--- config.mk ---
export PLATFORM = sky130hd
export DESIGN_NAME = maxpool_2x2_stream
export DESIGN_NICKNAME = d
export VERILOG_FILES = /design/src/rtl/pool_pkg.sv /design/src/rtl/pool_line_buf.sv /design/src/rtl/maxpool_2x2_stream.sv
export SDC_FILE = /design/constraint.sdc
export NUM_CORES = 1
export LEC_CHECK = 0
export ABC_AREA = 1
export CORE_MARGIN = 3
export CORE_UTILIZATION = 30
export CTS_CLUSTER_DIAMETER = 30
export DETAILED_ROUTE_END_ITERATION = 8
export GPL_TIMING_DRIVEN = 0
export PLACE_DENSITY = 0.47
export SLEW_MARGIN = 40
export SYNTH_ARGS = -nofsm -noshare
export SYNTH_HDL_FRONTEND = slang
export SYNTH_SLANG_ARGS = --single-unit
--- constraint.sdc ---
create_clock -name clk -period 12.4 [get_ports clk]
set_input_delay 2.48 -clock clk [delete_from_list [all_inputs] [get_ports clk]]
set_output_delay 2.48 -clock clk [all_outputs]
set_load 0.05 [all_outputs]
--- src/rtl/pool_pkg.sv ---
// Shared definitions for the 2x2 max-pooling stream.
// Provides the default activation width, the VGG-16 feature-map edge
// lengths seen along the pooling chain, and an index-width helper.
package pool_pkg;

  localparam int DEF_DATA_W = 8;

  // VGG-16 spatial sizes at successive pooling stages.
  localparam int VGG_DIM_224 = 224;
  localparam int VGG_DIM_112 = 112;
  localparam int VGG_DIM_56  = 56;
  localparam int VGG_DIM_28  = 28;
  localparam int VGG_DIM_14  = 14;

  // Ceiling log2, clamped to 1 so that single-entry structures still get a
  // legal one-bit index.
  function automatic int pool_clog2(input int n);
    int w;
    w = 0;
    while ((1 << w) < n) w++;
    if (w < 1) w = 1;
    return w;
  endfunction

endpackage

--- src/rtl/pool_line_buf.sv ---
// Half-row line buffer: single-port synchronous RAM with registered read.
// Ports:
//   clk   - clock
//   en    - access enable; with en=0 rdata holds its last value
//   we    - 1: write wdata to addr, 0: read addr into rdata
//   addr  - entry index (pair column)
//   wdata - horizontal pair maximum from an even row
//   rdata - registered read data for the odd-row pair
// The array has no reset; every entry is written before it is read.
module pool_line_buf #(
  parameter int DATA_W = 8,
  parameter int DEPTH  = 112,
  parameter int ADDR_W = 7
) (
  input  logic              clk,
  input  logic              en,
  input  logic              we,
  input  logic [ADDR_W-1:0] addr,
  input  logic [DATA_W-1:0] wdata,
  output logic [DATA_W-1:0] rdata
);

  logic [DATA_W-1:0] mem [DEPTH];

  always_ff @(posedge clk) begin
    if (en) begin
      if (we) mem[addr] <= wdata;
      else    rdata     <= mem[addr];
    end
  end

endmodule

--- src/rtl/maxpool_2x2_stream.sv ---
// 2x2 stride-2 max-pooling over a raster-order activation stream.
// Horizontal pair maxima of each even row are parked in a half-row line
// buffer and combined with the matching odd-row pair to form the window max.
// Ports:
//   clk        - clock
//   rst        - asynchronous active-high reset
//   clear      - synchronous soft clear, restarts at pixel (0,0)
//   in_valid   - pix_in is valid this cycle
//   pix_in     - unsigned activation
//   out_valid  - one-cycle pulse per pooled pixel
//   pool_out   - pooled maximum, holds when out_valid=0
//   frame_done - pulse with the last pooled pixel of a frame
module maxpool_2x2_stream
  import pool_pkg::*;
#(
  parameter int DATA_W = DEF_DATA_W,
  parameter int IMG_W  = VGG_DIM_224,
  parameter int IMG_H  = VGG_DIM_224
) (
  input  logic              clk,
  input  logic              rst,
  input  logic              clear,
  input  logic              in_valid,
  input  logic [DATA_W-1:0] pix_in,
  output logic              out_valid,
  output logic [DATA_W-1:0] pool_out,
  output logic              frame_done
);

  localparam int COL_W  = pool_clog2(IMG_W);
  localparam int ROW_W  = pool_clog2(IMG_H);
  localparam int DEPTH  = IMG_W / 2;
  localparam int ADDR_W = pool_clog2(DEPTH);
  localparam logic [COL_W-1:0] COL_LAST = COL_W'(IMG_W - 1);
  localparam logic [ROW_W-1:0] ROW_LAST = ROW_W'(IMG_H - 1);

  if ((IMG_W % 2) != 0 || (IMG_H % 2) != 0 || IMG_W < 2 || IMG_H < 2) begin : g_bad_dims
    $fatal(1, "maxpool_2x2_stream: IMG_W and IMG_H must be even and >= 2");
  end

  function automatic logic [DATA_W-1:0] umax(input logic [DATA_W-1:0] a,
                                             input logic [DATA_W-1:0] b);
    return (a > b) ? a : b;
  endfunction

  logic [COL_W-1:0]  col;
  logic [ROW_W-1:0]  row;
  logic [DATA_W-1:0] hold;
  logic [DATA_W-1:0] pool_p1;
  logic              vld_p1;
  logic              done_p1;

  logic              acc_p0;
  logic              buf_en;
  logic [DATA_W-1:0] pair_max;
  logic [DATA_W-1:0] buf_rdata;
  logic [ADDR_W-1:0] buf_addr;

  // Stage p0: accept pixel, form pair max, access line buffer
  assign acc_p0   = in_valid & ~clear;
  assign pair_max = umax(hold, pix_in);
  assign buf_addr = ADDR_W'(col >> 1);
  // Even row writes at the odd column; odd row pre-reads at the even column
  // so the registered data is ready when the odd column arrives.
  assign buf_en   = acc_p0 & (row[0] ^ col[0]);

  pool_line_buf #(
    .DATA_W (DATA_W),
    .DEPTH  (DEPTH),
    .ADDR_W (ADDR_W)
  ) u_line_buf (
    .clk   (clk),
    .en    (buf_en),
    .we    (~row[0]),
    .addr  (buf_addr),
    .wdata (pair_max),
    .rdata (buf_rdata)
  );

  always_ff @(posedge clk or posedge rst) begin
    if (rst) begin
      col     <= '0;
      row     <= '0;
      hold    <= '0;
      pool_p1 <= '0;
      vld_p1  <= 1'b0;
      done_p1 <= 1'b0;
    end else if (clear) begin
      col     <= '0;
      row     <= '0;
      hold    <= '0;
      pool_p1 <= '0;
      vld_p1  <= 1'b0;
      done_p1 <= 1'b0;
    end else begin
      vld_p1  <= 1'b0;
      done_p1 <= 1'b0;
      if (in_valid) begin
        if (!col[0]) begin
          hold <= pix_in;
        end else if (row[0]) begin
          pool_p1 <= umax(pair_max, buf_rdata);
          vld_p1  <= 1'b1;
          done_p1 <= (col == COL_LAST) && (row == ROW_LAST);
        end
        if (col == COL_LAST) begin
          col <= '0;
          row <= (row == ROW_LAST) ? '0 : row + 1'b1;
        end else begin
          col <= col + 1'b1;
        end
      end
    end
  end

  // Stage p1: registered outputs
  assign out_valid  = vld_p1;
  assign pool_out   = pool_p1;
  assign frame_done = done_p1;

endmodule
==> run summary, run 1 <==
Layout Nets = 4,295
Chip Width = 372 microns
H-tree Lvls = 4
Post-Synthesis Cells = 4,006
CTS tree = built
Most frequent cells in the layout = nand2_1 (2,416), edfxtp_1 (904), clkbuf_16 (220)
Number of flops mapped to enable cells by yosys = 904
Buffers added on ports = 21
Syn_nets = 4,037
Setup TNS = 0 ps
PD cells = 195 mW/mm^2
Final Max Tran Viols = 0
Max VDD drop = 0.117 mV
Ports = 22
Vias per cell = 4.73
Post_cts resized = 0
Worst r2r dst = pool_out[4]
Largest net degree at the start of global routing = 69
Lkg Pwr = 20.6 nW
GPL Wtd Cong = 0.892
Worst EP required = 13,120 ps
Layout cells sized above 1 = 13.9%
FILL cells = 13,100
Max_cap viols = 0
DR pass1 iterations = 6
CTS Hold Bufs = 0
Initial antenna violation count = 3
Die Area = 0.139 sq mm
Setup bufs post-CTS = 0
CTS max path bufs = 3
Actual slew at the worst max-slew pin = 952 ps
Max Freq = 0.174 GHz
Core ar. = 0.132 sq mm
DRT iter0 DRCs = 2,956
Placed Cells = 5,801
Finished Layout Cells = 6,205
Worst skew pair latency = 800 ps
Clock Skew = 24.7 ps
DRT antenna net count = 0
Vias in the first global route = 28,000
Final core area utilization = 38.4%
Final Hold Vio Count = 0
Synth Register Bits = 938
TritonCTS Buffers = 216
Post-synthesis async set-or-reset flop share = 3.62%
GRT overflow = 0
DR vias = 29,400
RSZ-0062 raised after global routing = no
Yosys warning count = 0
Reg2reg setup slack = 8630 ps
Top FF cell, synth = edfxtp_1
Sequential area share after synthesis = 69.6%
First-pass GRT wire length = 201,000 microns
Worst hold path type = reg -> reg
Most common cell after layout, fill and taps aside = nand2_1
Clk sinks = 938
Drt wl/cell = 22.9 microns
N_diodes = 0
Setup CP Type = in -> reg
Worst Path Arrival = 6460 ps
Final setup vio count = 0
Synth Area per Inst = 10.0 sq um
Synth unique cells = 36
R2r worst-path depth = 18
Gr usage total = 20.4%
Initial cell density of the core = 30.4%
Period utilisation layout = 46.2%
Run status = finished, final reports clean
Mapped Area = 0.0402 sq mm
Post-Route WL = 142,000 microns
DRC = 0
CP endpoint kind = flop
Startpoint types = input port
Clock slew at reported path FFs = 40 ps
Crit-path max FO = 33
Worst setup path startpoint = pix_in[5]
CP Capture Point = pool_out[4]
Detailed Place HPWL = 94,000 microns
Root buf cell = clkbuf_16
Reg2reg start = hold[5]
Min Tclk post-route = 5730 ps
Layout area overhead = 26.3%
Max_slew headroom = 36.3%
Vert. Die Dim = 372 microns
Row count = 133
cells by family after synthesis:
family          after synthesis  share of synthesized area (%)
compound gates               92                           1.23
buf+inv                     249                           2.95
fa+ha+maj                    19                          0.591
xor+xnor                      1                         0.0218
simple gates               2707                           25.6
flops                       938                           69.6
worst min path at each step:
stage,startpoint,to,slack (ps),depth (start not counted)
finish,pool_out[3],pool_out[3],480,2
global route,pool_out[4],pool_out[4],500,2
CTS,pool_out[3],pool_out[3],480,2
detailed placement,pool_out[3],pool_out[3],470,2
global placement,pool_out[3],pool_out[3],460,2
floorplan,row[5],row[5],480,2
cell type report:
class / count / area (sq um) / area share (%)
sequential: 938 / 28000 / 55.1
multi-input combinational: 2819 / 11400 / 22.4
clock buffer: 249 / 5620 / 11.1
tap: 1755 / 2200 / 4.32
clock inverter: 155 / 1800 / 3.54
buffer: 188 / 977 / 1.92
timing repair buffer: 40 / 606 / 1.19
inverter: 61 / 239 / 0.470
layer usage:
metal  wire length (microns)  global-route usage, %  vias up
met5                       0                      0        -
met4                    4170                   7.07        0
met3                    9990                   3.88      241
met2                   65500                   32.5     1141
met1                   62300                   27.8    14300
li1                        -                      -    13700
report_power, final:
part	internal [mW]	total [mW]	switching (mW)
combinational	0.131	0.568	0.438
sequential	3.58	3.59	0.00491
clock	3.91	5.73	1.83
total	7.62	9.89	2.27
registers in the layout, summed over array words and instances, names as in the netlist:
| name | flops |
|---|---|
| hold | 8 |
| pool_out | 8 |
| frame_done | 1 |
| u_line_buf.mem | 896 |
| u_line_buf.rdata | 8 |
| col | 8 |
| row | 8 |
| out_valid | 1 |
per-stage QoR:
step,hold WS [ps],power [mW],setup WS (ps),instance area [sq um]
after global placement,463,4.21,2150,42600
final,477,9.89,6670,50800
after CTS,481,9.95,6700,50700
after floorplan,479,3.93,6050,40200
after global routing,503,10.2,6260,50800
after detailed placement,469,4.21,5850,43300
Yosys cell counts, types with 13 or more instances:
| master | instances | area share (%) |
|---|---|---|
| a21oi_1 | 53 | 0.66 |
| buf_1 | 18 | 0.17 |
| buf_2 | 92 | 1.1 |
| buf_6 | 13 | 0.36 |
| clkbuf_1 | 55 | 0.51 |
| dfrtp_1 | 34 | 2.1 |
| edfxtp_1 | 904 | 67 |
| ha_1 | 19 | 0.59 |
| inv_1 | 55 | 0.51 |
| nand2_1 | 2423 | 23 |
| nand3_1 | 30 | 0.37 |
| nor2_1 | 223 | 2.1 |
| o21ai_0 | 24 | 0.30 |
worst max-delay path, stage by stage:
cell,delay (ps)
clkdlybuf4s50_1,590
inv_1,70
ha_1,310
a21oi_1,170
o21a_1,140
nand2_1,50
nand2_1,240
inv_1,200
nand2_1,160
nand2_4,270
ha_1,440
a21oi_1,130
o21ai_0,100
nand2_1,70
nand2_1,50
o21ai_1,310
inv_1,290
nand3_1,200
nand2_1,80
nand2_1,50
No activity file was read; power rests on OpenSTA's default activity.
==> run 2, diff against run 1 <==
==> constraint.sdc (replaced) <==
create_clock -name clk -period 5.8 [get_ports clk]
set_input_delay 1.16 -clock clk [delete_from_list [all_inputs] [get_ports clk]]
set_output_delay 1.16 -clock clk [all_outputs]
set_load 0.05 [all_outputs]
==> run summary, run 2 (same netlist as run 1, synthesis figures left out) <==
RSZ-0062 raised after global routing = no (unchanged)
Delay-heaviest family, CP = simple AND/OR/NAND/NOR gates (unchanged)
Post-Route WL = 142,000 microns (about the same)
Critical Path Stages = 20 (unchanged)
Initial cell density of the core = 30.4% (unchanged)
Gr usage total = 20.4% (about the same)
Max stage delay on crit path = 590 ps (about the same)
Reg2reg setup slack = 2010 ps (was 8630 ps)
Max VDD drop = 0.253 mV (was 0.117 mV)
Max_slew headroom = 35.0% (was 36.3%)
CP endpoint kind = flop (unchanged)
Worst hold path type = reg -> reg (unchanged)
Vert. Die Dim = 372 microns (unchanged)
Worst r2r dst = pool_out[4] (unchanged)
CTS tree = built (unchanged)
Max reg flops = 896 (unchanged)
Top reg by flops = u_line_buf.mem (unchanged)
Final setup vio count = 0 (unchanged)
Worst EP required = 6520 ps (was 13,120 ps)
Core ar. = 0.132 sq mm (unchanged)
Post-route cell area = 0.0508 sq mm (unchanged)
GRT overflow = 0 (unchanged)
DP Area = 0.0433 sq mm (unchanged)
Startpoint types = input port (unchanged)
Finished Layout Cells = 6,205 (unchanged)
Layout Nets = 4,295 (unchanged)
Critical Path Most Common Cell = nand2_1 (unchanged)
Final Max Tran Viols = 0 (unchanged)
Clock slew at reported path FFs = 40 ps (about the same)
CP cell instances = clkdlybuf4s50_1 -> inv_1 -> ha_1 -> a21oi_1 -> o21a_1 -> nand2_1 -> nand2_1 -> inv_1 -> nand2_1 -> nand2_4 -> ha_1 -> a21oi_1 -> o21ai_0 -> nand2_1 -> nand2_1 -> o21ai_1 -> inv_1 -> nand3_1 -> nand2_1 -> nand2_1 (unchanged)
Chip Width = 372 microns (unchanged)
CP Capture Point = pool_out[4] (unchanged)
Most common cell after layout, fill and taps aside = nand2_1 (unchanged)
Detailed Place HPWL = 94,000 microns (unchanged)
Vias in the first global route = 28,000 (about the same)
Row count = 133 (unchanged)
Worst setup path startpoint = pix_in[5] (unchanged)
Largest net degree at the start of global routing = 69 (unchanged)
Root buf cell = clkbuf_16 (unchanged)
N_diodes = 0 (unchanged)
Worst Path Arrival = 5160 ps (was 6460 ps)
Ports = 22 (unchanged)
H-tree Lvls = 4 (unchanged)
Max_cap viols = 0 (unchanged)
CTS max path bufs = 3 (unchanged)
DR pass1 iterations = 5 (was 6)
R2r worst-path depth = 18 (unchanged)
Buffers added on ports = 21 (unchanged)
Min Tclk post-route = 4440 ps
DRT iter0 DRCs = 3,042 (was 2,956)
FILL cells = 13,100 (unchanged)
Final Hold Vio Count = 0 (unchanged)
Setup CP Type = in -> reg (unchanged)
Placed Cells = 5,801 (unchanged)
Die Area = 0.139 sq mm (unchanged)
DR vias = 29,300 (was 29,400)
Crit-path max FO = 33 (unchanged)
Period utilisation layout = 76.5%
DRT antenna net count = 0 (unchanged)
Initial antenna violation count = 3 (unchanged)
Clk sinks = 938 (unchanged)
CTS Hold Bufs = 0 (unchanged)
DRC = 0 (unchanged)
Slowest CP cell = clkdlybuf4s50_1 (unchanged)
Reg2reg start = hold[5] (unchanged)
Layout area overhead = 26.3% (unchanged)
PD cells = 416 mW/mm^2 (was 195 mW/mm^2)
Post_cts resized = 0 (unchanged)
Lkg Pwr = 20.6 nW (unchanged)
Setup bufs post-CTS = 0 (unchanged)
Buf+Inv Stages, Crit Path = 4 (unchanged)
Actual slew at the worst max-slew pin = 972 ps (was 952 ps)
Layout cells sized above 1 = 13.9% (unchanged)
Most frequent cells in the layout = nand2_1 (2,416), edfxtp_1 (904), clkbuf_16 (220) (unchanged)
Worst skew pair latency = 800 ps (about the same)
Max Freq = 0.225 GHz
Vias per cell = 4.72 (was 4.73)
First-pass GRT wire length = 201,000 microns (about the same)
Clock Skew = 25.5 ps (was 24.7 ps)
Run status = finished, final reports clean (unchanged)
Setup TNS = 0 ps (unchanged)
Drt wl/cell = 22.9 microns (about the same)
TritonCTS Buffers = 216 (unchanged)
GPL Wtd Cong = 0.892 (unchanged)
==> run 2: cell counts in the layout (fill, tap and decap cells not counted) <==
No cell type changed its count.
==> run 2: worst min path at each step <==
stage | startpoint | endpoint | slack [ps] | depth (start not counted)
6_report | pool_out[3] | pool_out[3] | 480 | 2
2_1_floorplan | row[5] | row[5] | 480 | 2
4_1_cts | pool_out[3] | pool_out[3] | 480 | 2
5_1_grt | pool_out[4] | pool_out[4] | 500 | 2
3_3_place_gp | pool_out[3] | pool_out[3] | 460 | 2
3_5_place_dp | pool_out[3] | pool_out[3] | 470 | 2
==> run 2: routing by layer <==
layer | GRT usage (%) | vias up | wire, microns
met5 | 0 | - | 0
li1 | - | 13700 | -
met1 | 27.8 | 14300 | 62600
met2 | 32.5 | 1092 | 65700
met3 | 3.88 | 233 | 9800
met4 | 7.07 | 0 | 3990
==> run 2: per-stage QoR <==
stage	setup slack, ps	utilization [%]	hold WS [ps]	power, mW
after detailed placement	570	32.7	469	8.99
after floorplan	770	-	479	8.40
after global routing	978	38.4	503	21.7
final	1360	38.4	477	21.1
after global placement	-3130	32.2	463	8.99
after CTS	1420	38.4	481	21.3
==> run 2: cell type report <==
type,count,area (sq um),share of cell area (%)
flip-flops and latches,938,28000,55.1
multi-input cells,2819,11400,22.4
clock buffers,249,5620,11.1
well taps,1755,2200,4.32
clock inverters,155,1800,3.54
plain buffers,188,977,1.92
repair buffers,40,606,1.19
inverters,61,239,0.470
==> run 2: power by group <==
part	switching (mW)	internal (mW)
clock	3.90	8.35
sequential	0.0105	7.66
combinational	0.936	0.279
==> run 2: worst min-delay path, stage by stage, from the launching register on <==
cell	delay [ps]
dfrtp_1	330
nand2_1	50
nand2_1	50
